`src/rtl/cascade_divider.sv`:
```
// Cascaded reloadable down-counter divider (STAGES x WIDTH); optional lap snapshot via CASCADE_DIVIDER_SNAPSHOT_EN.
// Latency: tc strobes are combinational (zero latency); counts and done update on the next posedge.
// Backpressure: none; ena low freezes the chain in place, done freezes it until rst or clr.
module cascade_divider #(
    parameter int WIDTH  = 19,
    parameter int STAGES = 3
) (
    input  logic                    clk,
    input  logic                    rst,
    input  logic                    ena,
    input  logic                    clr,
    input  logic                    oneshot,
    input  logic [STAGES*WIDTH-1:0] i_count,
`ifdef CASCADE_DIVIDER_SNAPSHOT_EN
    input  logic                    snap,
    output logic [STAGES*WIDTH-1:0] snap_count,
`endif
    output logic [STAGES*WIDTH-1:0] count,
    output logic [STAGES-1:0]       tc,
    output logic                    done
);

    localparam logic [WIDTH-1:0] ONE = WIDTH'(1);

    logic [STAGES-1:0] zero;
    logic [STAGES-1:0] en;
    logic              carry;

    for (genvar g = 0; g < STAGES; g++) begin : g_zero
        assign zero[g] = (count[g*WIDTH +: WIDTH] == '0);
    end

    // carry ripples up the chain: a stage advances only while every lower stage is at its terminal count
    always_comb begin
        en    = '0;
        tc    = '0;
        carry = ena & ~done & rst & ~clr;
        for (int k = 0; k < STAGES; k++) begin
            en[k] = carry;
            tc[k] = carry & zero[k];
            carry = carry & zero[k];
        end
    end

    always_ff @(posedge clk) begin
        if (!rst || clr) begin
            count <= i_count;
            done  <= 1'b0;
        end else begin
            for (int k = 0; k < STAGES; k++) begin
                if (en[k]) begin
                    count[k*WIDTH +: WIDTH] <= zero[k] ? i_count[k*WIDTH +: WIDTH]
                                                       : count[k*WIDTH +: WIDTH] - ONE;
                end
            end
            if (oneshot && tc[STAGES-1]) begin
                done <= 1'b1;
            end
        end
    end

`ifdef CASCADE_DIVIDER_SNAPSHOT_EN
    // lap capture takes the pre-update value of all stages in one edge; clr deliberately leaves it alone
    always_ff @(posedge clk) begin
        if (!rst) begin
            snap_count <= '0;
        end else if (snap) begin
            snap_count <= count;
        end
    end
`endif

endmodule

```
`config.mk`:
```
export PLATFORM = sky130hd
export DESIGN_NAME = cascade_divider
export DESIGN_NICKNAME = d
export VERILOG_FILES = /design/src/rtl/cascade_divider.sv
export SDC_FILE = /design/constraint.sdc
export NUM_CORES = 1
export LEC_CHECK = 0
export CAP_MARGIN = 10
export CORE_ASPECT_RATIO = 1.25
export CORE_MARGIN = 2
export CORE_UTILIZATION = 41
export DETAILED_ROUTE_END_ITERATION = 8
export PLACE_DENSITY_LB_ADDON = 0.25
export SYNTH_ARGS = -nofsm -noshare
export SYNTH_HDL_FRONTEND = slang
export SYNTH_SLANG_ARGS = --single-unit
```
`constraint.sdc`:
```
create_clock -name clk -period 3.4 [get_ports clk]
set_clock_uncertainty 0.05 [all_clocks]
set_input_delay 1.02 -clock clk [delete_from_list [all_inputs] [get_ports clk]]
set_output_delay 1.02 -clock clk [all_outputs]
set_load 0.01 [all_outputs]
```
Word-level counts from Yosys, hierarchy flattened
Cells that the tools add are included.

cells by class
  $add $sub $neg = 3
  reductions and logical operators = 9
  bitwise logic cells = 8
  mux-type cells = 7

operators by type and width
  cell                   count
  $mux 19                6
  $logic_not 19->1       3
  $mux 57                1
  $sub 19x1->19 const B  3
  $and 1x1->1            6
  $reduce_bool 2->1      3
  $not 1->1              2
  $logic_and 1x1->1      1
  $logic_not 1->1        1
  $logic_or 1x1->1       1

storage, ports and cells
  register bits = 58
  output and inout port bits = 61

Logic depth before layout (Yosys ltp)
  word-level depth = 8
  gate-level depth with buffers = 8
  mapped depth without buffers = 7

Least setup slack after synthesis
OpenSTA, ideal clock, no wires.

  path type = input -> register
  start = in ena
  end = reg count[38], enable pin
  data required time = 2.973 ns
  data arrival time = 3.239 ns
  setup slack = -0.266 ns
  buffers on the path = 0
  cell stages on the path = 3
  cells stage by stage = inv_1 > o21ai_0 > and3_1

between the ends
  word-level cells in the longest chain between the ends = 6

ends and longest elaborated chain
  element                             RTL line  source
  start, declared                     10        input logic ena,
  $and 1x1->1 (3 in series)           37        carry = ena & ~done & rst & ~clr;
  $and 1x1->1 (2 in series)           41        carry = carry & zero[k];
  $reduce_bool 2->1 (no source line)  --
  end signal, assigned                47        count <= i_count;
  end signal, assigned by index       52        count[k*WIDTH +: WIDTH] <= zero[k] ? i_count[k*WIDTH +: WIDTH]
  end, declared                       18        output logic [STAGES*WIDTH-1:0] count,

Every way passes these cells.
A chain may end at the register's enable or synchronous reset.

Final worst setup path
  start = in rst
  end = out tc[2]

between the ends
  word-level cells in the longest chain between the ends = 5

ends and longest elaborated chain
  element                    RTL line  source
  start, declared            9         input logic rst,
  $and 1x1->1 (2 in series)  37
  $and 1x1->1 (2 in series)  41
  $and 1x1->1                --
  end, declared              19        output logic [STAGES-1:0] tc,

Every way passes these cells.

==> qor.txt <==
Status = completed
LEAKAGE = 1.94 nW
Final Critical Period = 3.33 ns
Crit path arrival time = 2.26 ns
Slew Viols, Final = 0
Post-Synthesis Cell Area = 3470 um^2
Final wirelength = 9290 um
Max_slew headroom = 39.5%
Final hold vios = 0
Clock slew at reported path FFs = 0.06 ns
Synth area leader = edfxtp_1
Syn Nets = 417
Layout cells sized above 1 = 13.1%
Sw frac = 28.3%
Synth Flop Type = edfxtp_1
Setup TNS = 0 ns
Comb pwr share = 24.9%
Synth Register Bits = 58
Place WS = -0.606 ns
Max clock buf depth = 2
Largest net degree at the start of global routing = 39
Seq/Total Area, Yosys = 49.9%
Average vias per placed instance = 5.20
R2r startpoint = count[11]$_DFFE_PP_
DRC = 0
Setup crit end kind = primary output
Largest family of logic cells by synthesized area = simple AND/OR/NAND/NOR gates
Initial Utilization = 42.1%
Ys async rst share = 0%
Critical path peak fanout = 4
Vias = 3154
RR Endpoint = count[56]$_DFFE_PP_
Wire per inst = 15.3 um
Clock power frac = 26.4%
Synth top area share = 49.3%
Die X-Extent = 86.3 um
Cell area after layout = 5210 um^2
Post-Synth Simple-Gate Area = 22.4%
Count of final setup violators = 0
Cells after Synth = 349
Number of synthesized flops with an enable pin = 57
Net switching power = 558 uW
Initial antenna violation count = 0
Post-synthesis xor/xnor area fraction = 11.4%
Vias in the first global route = 3129
Die Height = 107 um
HPWL Detailed = 6790 um
Warnings, synthesis = 0
Antenna Nets Post-Route = 0
Drt first-iter violations = 152
Grt ovf = 0
Final net count = 573
CP startpoint kind = primary input
Post-synthesis mux area share = 0.288%
Hold Path Stages = 3
Core Footprint = 8240 um^2
Inserted Clock Buffers = 9
Power per cell area = 379 nW/um^2
Sink Count = 58
Crit path required time = 2.33 ns
Detailed Routing Iterations Pass 1 = 4
Synth area leaders = edfxtp_1 49%, o21ai_0 7.6%, xnor2_1 7.3%
Final period util = 97.8%
Type of the worst min-delay path = register to register
Site Rows = 37
R2R depth = 5
Post-synthesis compound-gate area fraction = 11.5%
CTS tree = yes
Clk root buf = clkbuf_8
Hold Crit Start = done$_SDFFE_PP0P_
Hold path endpoint = done$_SDFFE_PP0P_
All-Layer GR Usage = 20.4%
ANT cells = 0
Crit path kind = primary input to primary output
Adder-cell area share of the yosys netlist = 2.16%
H-tree lvl count = 3
Worst-margin pin slew = 0.908 ns
Buffers on Ports = 122
Worst VDD drop = 0.000227 V
Reg2Reg Setup Slack = 0.60 ns
Placement Cell Area = 4980 um^2
GPL Wtd Cong = 0.869
Post-Synthesis Mean Instance Area = 9.95 um^2
Global-route wire length before repair = 14800 um
Final worst slack = 0.0748 ns
MaxCap Viol Count = 0
RSZ-0062 raised after global routing = no
Top-Level Pins = 123
Achievable Freq = 301 MHz
Flop pwr share = 48.7%
Total die area = 9230 um^2
Worst-Skew Late Latency = 0.34 ns
Internal = 1.42 mW
Area delta synth->final = 50.1%
Synth cell types = 45
Final core area utilization = 63.2%
## cell families after synthesis
| family | after synthesis |
|---|---|
| DFF | 58 |
| adders and majority gates | 6 |
| muxes | 1 |
| AOI/OAI and AO/OA | 72 |
| xor gates and xnor gates | 45 |
| buffers and inverters | 19 |
| and+or+nand+nor | 148 |
## metrics by stage
stage	hold slack (ns)	instances	power, mW
after floorplan	0.494	349	1.17
after global placement	0.604	583	1.45
after detailed placement	0.595	583	1.46
after CTS	0.620	606	1.99
after global routing	0.667	607	2.07
final	0.618	607	1.97
## Yosys cell counts (2+ instances only)
library cell and instances:
xor2_1 16, nand3_1 9, ha_1 6, buf_4 2
o31ai_1 2, nand2b_1 2, or4_1 2, a21oi_1 5
and2_1 2, and3_1 4, o21ai_2 2, nand4_1 3
nor2_1 22, clkbuf_1 4, nand2_1 62, nor3b_1 3
or3_1 3, or4_4 2, o21ai_1 2, inv_1 7
nor3_1 8, xnor2_1 29, buf_2 5, a21o_1 4
nor2b_1 2, edfxtp_1 57, o21ai_0 53, nor3b_2 2
nand4b_1 2, nor4_1 12
## worst max path at each step
stage                                    from     to  cells past startpoint
after floorplan                           clr  tc[2]                      4
after global placement                    clr  tc[2]                      7
after detailed placement                  clr  tc[2]                      7
after CTS                                 rst  tc[2]                      7
after global routing      count[11]$_DFFE_PP_  tc[2]                      6
final                                     rst  tc[2]                      7
## layout by cell type, fill, tap and decap left out, types with 4 or more instances in the layout
master and count:
nor4_1 12, nor3_1 7, clkbuf_8 9, clkdlybuf4s50_1 116
o21ai_2 4, buf_4 33, a21oi_1 5, a21o_1 4
nand3_1 9, xor2_1 16, edfxtp_1 57, ha_1 6
o21ai_0 52, nand2_1 62, nor2_1 22, xnor2_1 29
inv_1 7
## power by group through the flow
stage,clock network (mW),logic (mW),registers (mW)
detailed placement,0,0.485,0.974
global placement,0,0.479,0.969
global route,0.570,0.534,0.971
CTS,0.538,0.495,0.960
finish,0.522,0.492,0.960
floorplan,0,0.171,0.997
## repair_timing
action	in CTS	in global routing
setup buffers	7	1
hold buffers	0	0
endpoints found under the setup margin	3	3
pin swaps	2	1
gates resized for setup	20	2
cloned	0	0
## per-layer routing
| metal | wire (um) | part of all wire, % | vias up | track usage [%] |
|---|---|---|---|---|
| li1 | - | - | 1579 | - |
| met1 | 3970 | 43 | 1460 | 25.2 |
| met2 | 4630 | 50 | 100 | 34.2 |
| met3 | 509 | 5.5 | 15 | 4.39 |
| met4 | 179 | 1.9 | 0 | 9.04 |
| met5 | 0 | 0 | - | 0 |
## critical path, cell delays in order
cell           delay, ns
dlygate4sd2_1       0.25
nand2b_4            0.07
or3_4               0.38
nor3_4              0.13
buf_6               0.13
and3_4              0.18
buf_6               0.10
## registers in the layout, summed over array words and instances, names as in the netlist
register	cells
done	1
count	57
## layout make-up
class                           instances  area [um^2]
Sequential cell                        58         1730
Clock buffer                           11          131
Inverter                                7         26.3
Fill cell                             718         3030
Timing Repair Buffer                  157         1490
Tap cell                               97          121
Multi-Input combinational cell        272         1690
Clock inverter                          5         21.3
No activity file was read; power rests on OpenSTA's default activity.
==> RTL change, RTL diff (config.mk and constraints unchanged) <==
Register the inputs `ena`, `oneshot` and `i_count` before use, without a reset. The logic sees them one clock later. The other inputs are not delayed to match.
--- a/src/rtl/cascade_divider.sv
+++ b/src/rtl/cascade_divider.sv
@@ -23,4 +23,14 @@
     localparam logic [WIDTH-1:0] ONE = WIDTH'(1);
 
+    logic ena_q;
+    logic oneshot_q;
+    logic [STAGES*WIDTH-1:0] i_count_q;
+
+    always_ff @(posedge clk) begin
+        ena_q     <= ena;
+        oneshot_q <= oneshot;
+        i_count_q <= i_count;
+    end
+
     logic [STAGES-1:0] zero;
     logic [STAGES-1:0] en;
@@ -35,5 +45,5 @@
         en    = '0;
         tc    = '0;
-        carry = ena & ~done & rst & ~clr;
+        carry = ena_q & ~done & rst & ~clr;
         for (int k = 0; k < STAGES; k++) begin
             en[k] = carry;
@@ -45,14 +55,14 @@
     always_ff @(posedge clk) begin
         if (!rst || clr) begin
-            count <= i_count;
+            count <= i_count_q;
             done  <= 1'b0;
         end else begin
             for (int k = 0; k < STAGES; k++) begin
                 if (en[k]) begin
-                    count[k*WIDTH +: WIDTH] <= zero[k] ? i_count[k*WIDTH +: WIDTH]
+                    count[k*WIDTH +: WIDTH] <= zero[k] ? i_count_q[k*WIDTH +: WIDTH]
                                                        : count[k*WIDTH +: WIDTH] - ONE;
                 end
             end
-            if (oneshot && tc[STAGES-1]) begin
+            if (oneshot_q && tc[STAGES-1]) begin
                 done <= 1'b1;
             end
Formal check against the unedited RTL: not equivalent (a bounded check fails within 4 cycles, from zero or initial values).
==> RTL change against the original RTL <==
  * Critical path depth is 1 lower
  * Synthesized cell count increased by 17%
  * Routed wire length rose by 19%
  * Sequential cell count up 59
  * Die area grew 32%
  * Setup slack got worse by 41 ps
  * Total power increased by 98%
  * Via count up 14%
  * Synthesized area grew 34%
  * Design area is 30% higher
  * Critical path type is now reg2out
  * Largest cell class unchanged
==> RTL change: results (changes against the original RTL) <==
[outcome]
outcome = finished, final reports clean  ; unchanged

[layout]
num_antenna_cells = 0  ; unchanged
drive_gt1_share_pct = 13.6  ; was 13.1%
final_nets = 634  ; was 573
top_regs = count: 57 flops, i_count_q: 57 flops  ; was count: 57 flops, done: 1 flops

[placement]
preCtsSetupSlack_ps = -614  ; was -606 ps
port_buffers = 122  ; unchanged
gp_congestion = 0.813  ; was 0.869
place_hpwl_um = 7610  ; was 6790 um

[cts]
clockBufferDepth = 2  ; unchanged
clk_latency_ps = 410  ; was 340 ps
clk_pin_slew_ps = 50
cts-root-buf = clkbuf_16  ; was clkbuf_8
numCtsBuffers = 17  ; was 9
clock_tree.htree_level_count = 4  ; was 3

[drt]
drtIter0Drc = 109  ; was 152
wl_um = 11100  ; was 9290 um
avgViaCountPerCell = 5.03  ; was 5.20
dr.pass1.iters = 4  ; unchanged

[setup_path]
arrival_ps = 2300  ; was 2260 ps
cpMaxStageDelayCell = or4_4  ; was or3_4
reg2reg_to = count[34]  ; was count[56]
crit_family = simple AND/OR/NAND/NOR gates  ; unchanged
slowest_delay_ps = 560  ; was 380 ps
r2r_cells = 4  ; was 5
crit_fanout = 2  ; was 4
rrSetupSlack_ps = 720  ; was 600 ps
reg2reg_from = count[13]  ; was count[11]

[yosys]
synth-edff-count = 57  ; unchanged
ys.warnings.count = 0  ; unchanged
synth_common_cells = 62 x nand2_1, 60 x dfxtp_1, 57 x edfxtp_1, 53 x o21ai_0, 29 x xnor2_1  ; was 62 x nand2_1, 57 x edfxtp_1, 53 x o21ai_0, 29 x xnor2_1, 22 x nor2_1
synth_top_cells_by_area = edfxtp_1 37%, dfxtp_1 26%, o21ai_0 5.7%  ; was edfxtp_1 49%, o21ai_0 7.6%, xnor2_1 7.3%
ys.flop_type = dfxtp_1  ; was edfxtp_1
synthArstFlopShare_pct = 0  ; unchanged
synth_seq_area_share_pct = 62.6  ; was 49.9%
syn_nets = 476  ; was 417
synth_cell_types = 45  ; unchanged

[global_route]
antenna_found_initial = 0  ; unchanged
grt_max_degree = 39  ; unchanged
grt_pass1_wl_um = 17300  ; was 14,800 um
grt_usage_pct = 18.4  ; was 20.4%
grt_pass1_vias = 3556  ; was 3,129

[pwr]
leakage_nw = 2.61  ; was 1.94 nW
irDropWorstVdd_uv = 288  ; was 227 uV
p_switching_mw = 0.918  ; was 0.558 mW

[min_path]
hold_path.class = reg2reg  ; unchanged
whs_path_depth = 1  ; was 3
min_to = count[8]  ; was done
hold_start = i_count_q[8]  ; was done

[sta]
worstMarginPinSlew_ps = 888  ; was 908 ps

[job]
cap_violations = 0  ; unchanged

## RTL change: changes by cell type after synthesis, sizes merged
cell / unedited run / this run
dfxtp: 1 / 60
## RTL change: metrics by stage
stage / instance area, um2 / hold slack [ps] / TNS [ps] / power [mW] / std cells
after floorplan: 4650 / 420 / 0 / 1.92 / 408
after global placement: 6180 / 431 / -1610 / 2.21 / 678
after detailed placement: 6180 / 438 / -1770 / 2.22 / 678
after CTS: 6770 / 454 / -34.6 / 3.94 / 713
after global routing: 6800 / 456 / -34.9 / 4.05 / 714
final: 6800 / 450 / 0 / 3.91 / 714
## RTL change: repair_timing
| item | 4_1_cts | 5_1_grt |
|---|---|---|
| setup endpoints to repair | 3 | 3 |
| pin swaps | 2 | 3 |
| buffers inserted | 3 | 1 |
| cloned | 0 | 0 |
| hold buffers | 0 | 0 |
| gates resized for setup | 16 | 4 |
## RTL change: final cells by class
cell class	instances	area [um2]
Fill cell	908	4280
Sequential cell	117	2910
Multi-Input combinational cell	272	1690
Timing Repair Buffer	151	1430
Clock buffer	24	503
Tap cell	135	169
Clock inverter	8	70.1
Inverter	7	26.3
## RTL change: worst max-delay path by stage
stage / startpoint / to / slack, ps / cells past startpoint
2_1_floorplan: clr / tc[2] / 200 / 4
3_3_place_gp: clr / tc[2] / -560 / 6
3_5_place_dp: clr / tc[2] / -610 / 6
4_1_cts: clr / tc[2] / -30 / 7
5_1_grt: count[14] / tc[2] / -30 / 6
6_report: count[13] / tc[2] / 30 / 6
## RTL change: worst register-to-register path, cell delays in order, from the launching register on
cell and delay [ps]:
edfxtp_1 400, or4_4 560, nand4b_1 300, o21ai_2 250
and2_1 750
## RTL change: power by group through the flow
stage                     sequential [mW]  combinational, mW  clock, mW
after global placement               1.72              0.484          0
after detailed placement             1.73              0.492          0
final                                1.70              0.495       1.71
after CTS                            1.70              0.498       1.74
after floorplan                      1.75              0.171          0
after global routing                 1.72              0.539       1.80
## RTL change: layer usage
layer	global-route usage (%)	share of wire [%]
met5	0	0
met4	7.71	1.2
met3	6.05	5.9
met2	29.8	49
met1	22.7	44
## RTL change: cell families after synthesis
group | after synthesis | share of synthesized area (%)
buffers and inverters | 19 | 1.86
AND/OR/NAND/NOR | 148 | 16.7
XOR/XNOR | 45 | 8.47
adder cells (fa/ha/maj) | 6 | 1.61
AO/OA/AOI/OAI | 72 | 8.55
multiplexers | 1 | 0.215
flip-flops | 117 | 62.6
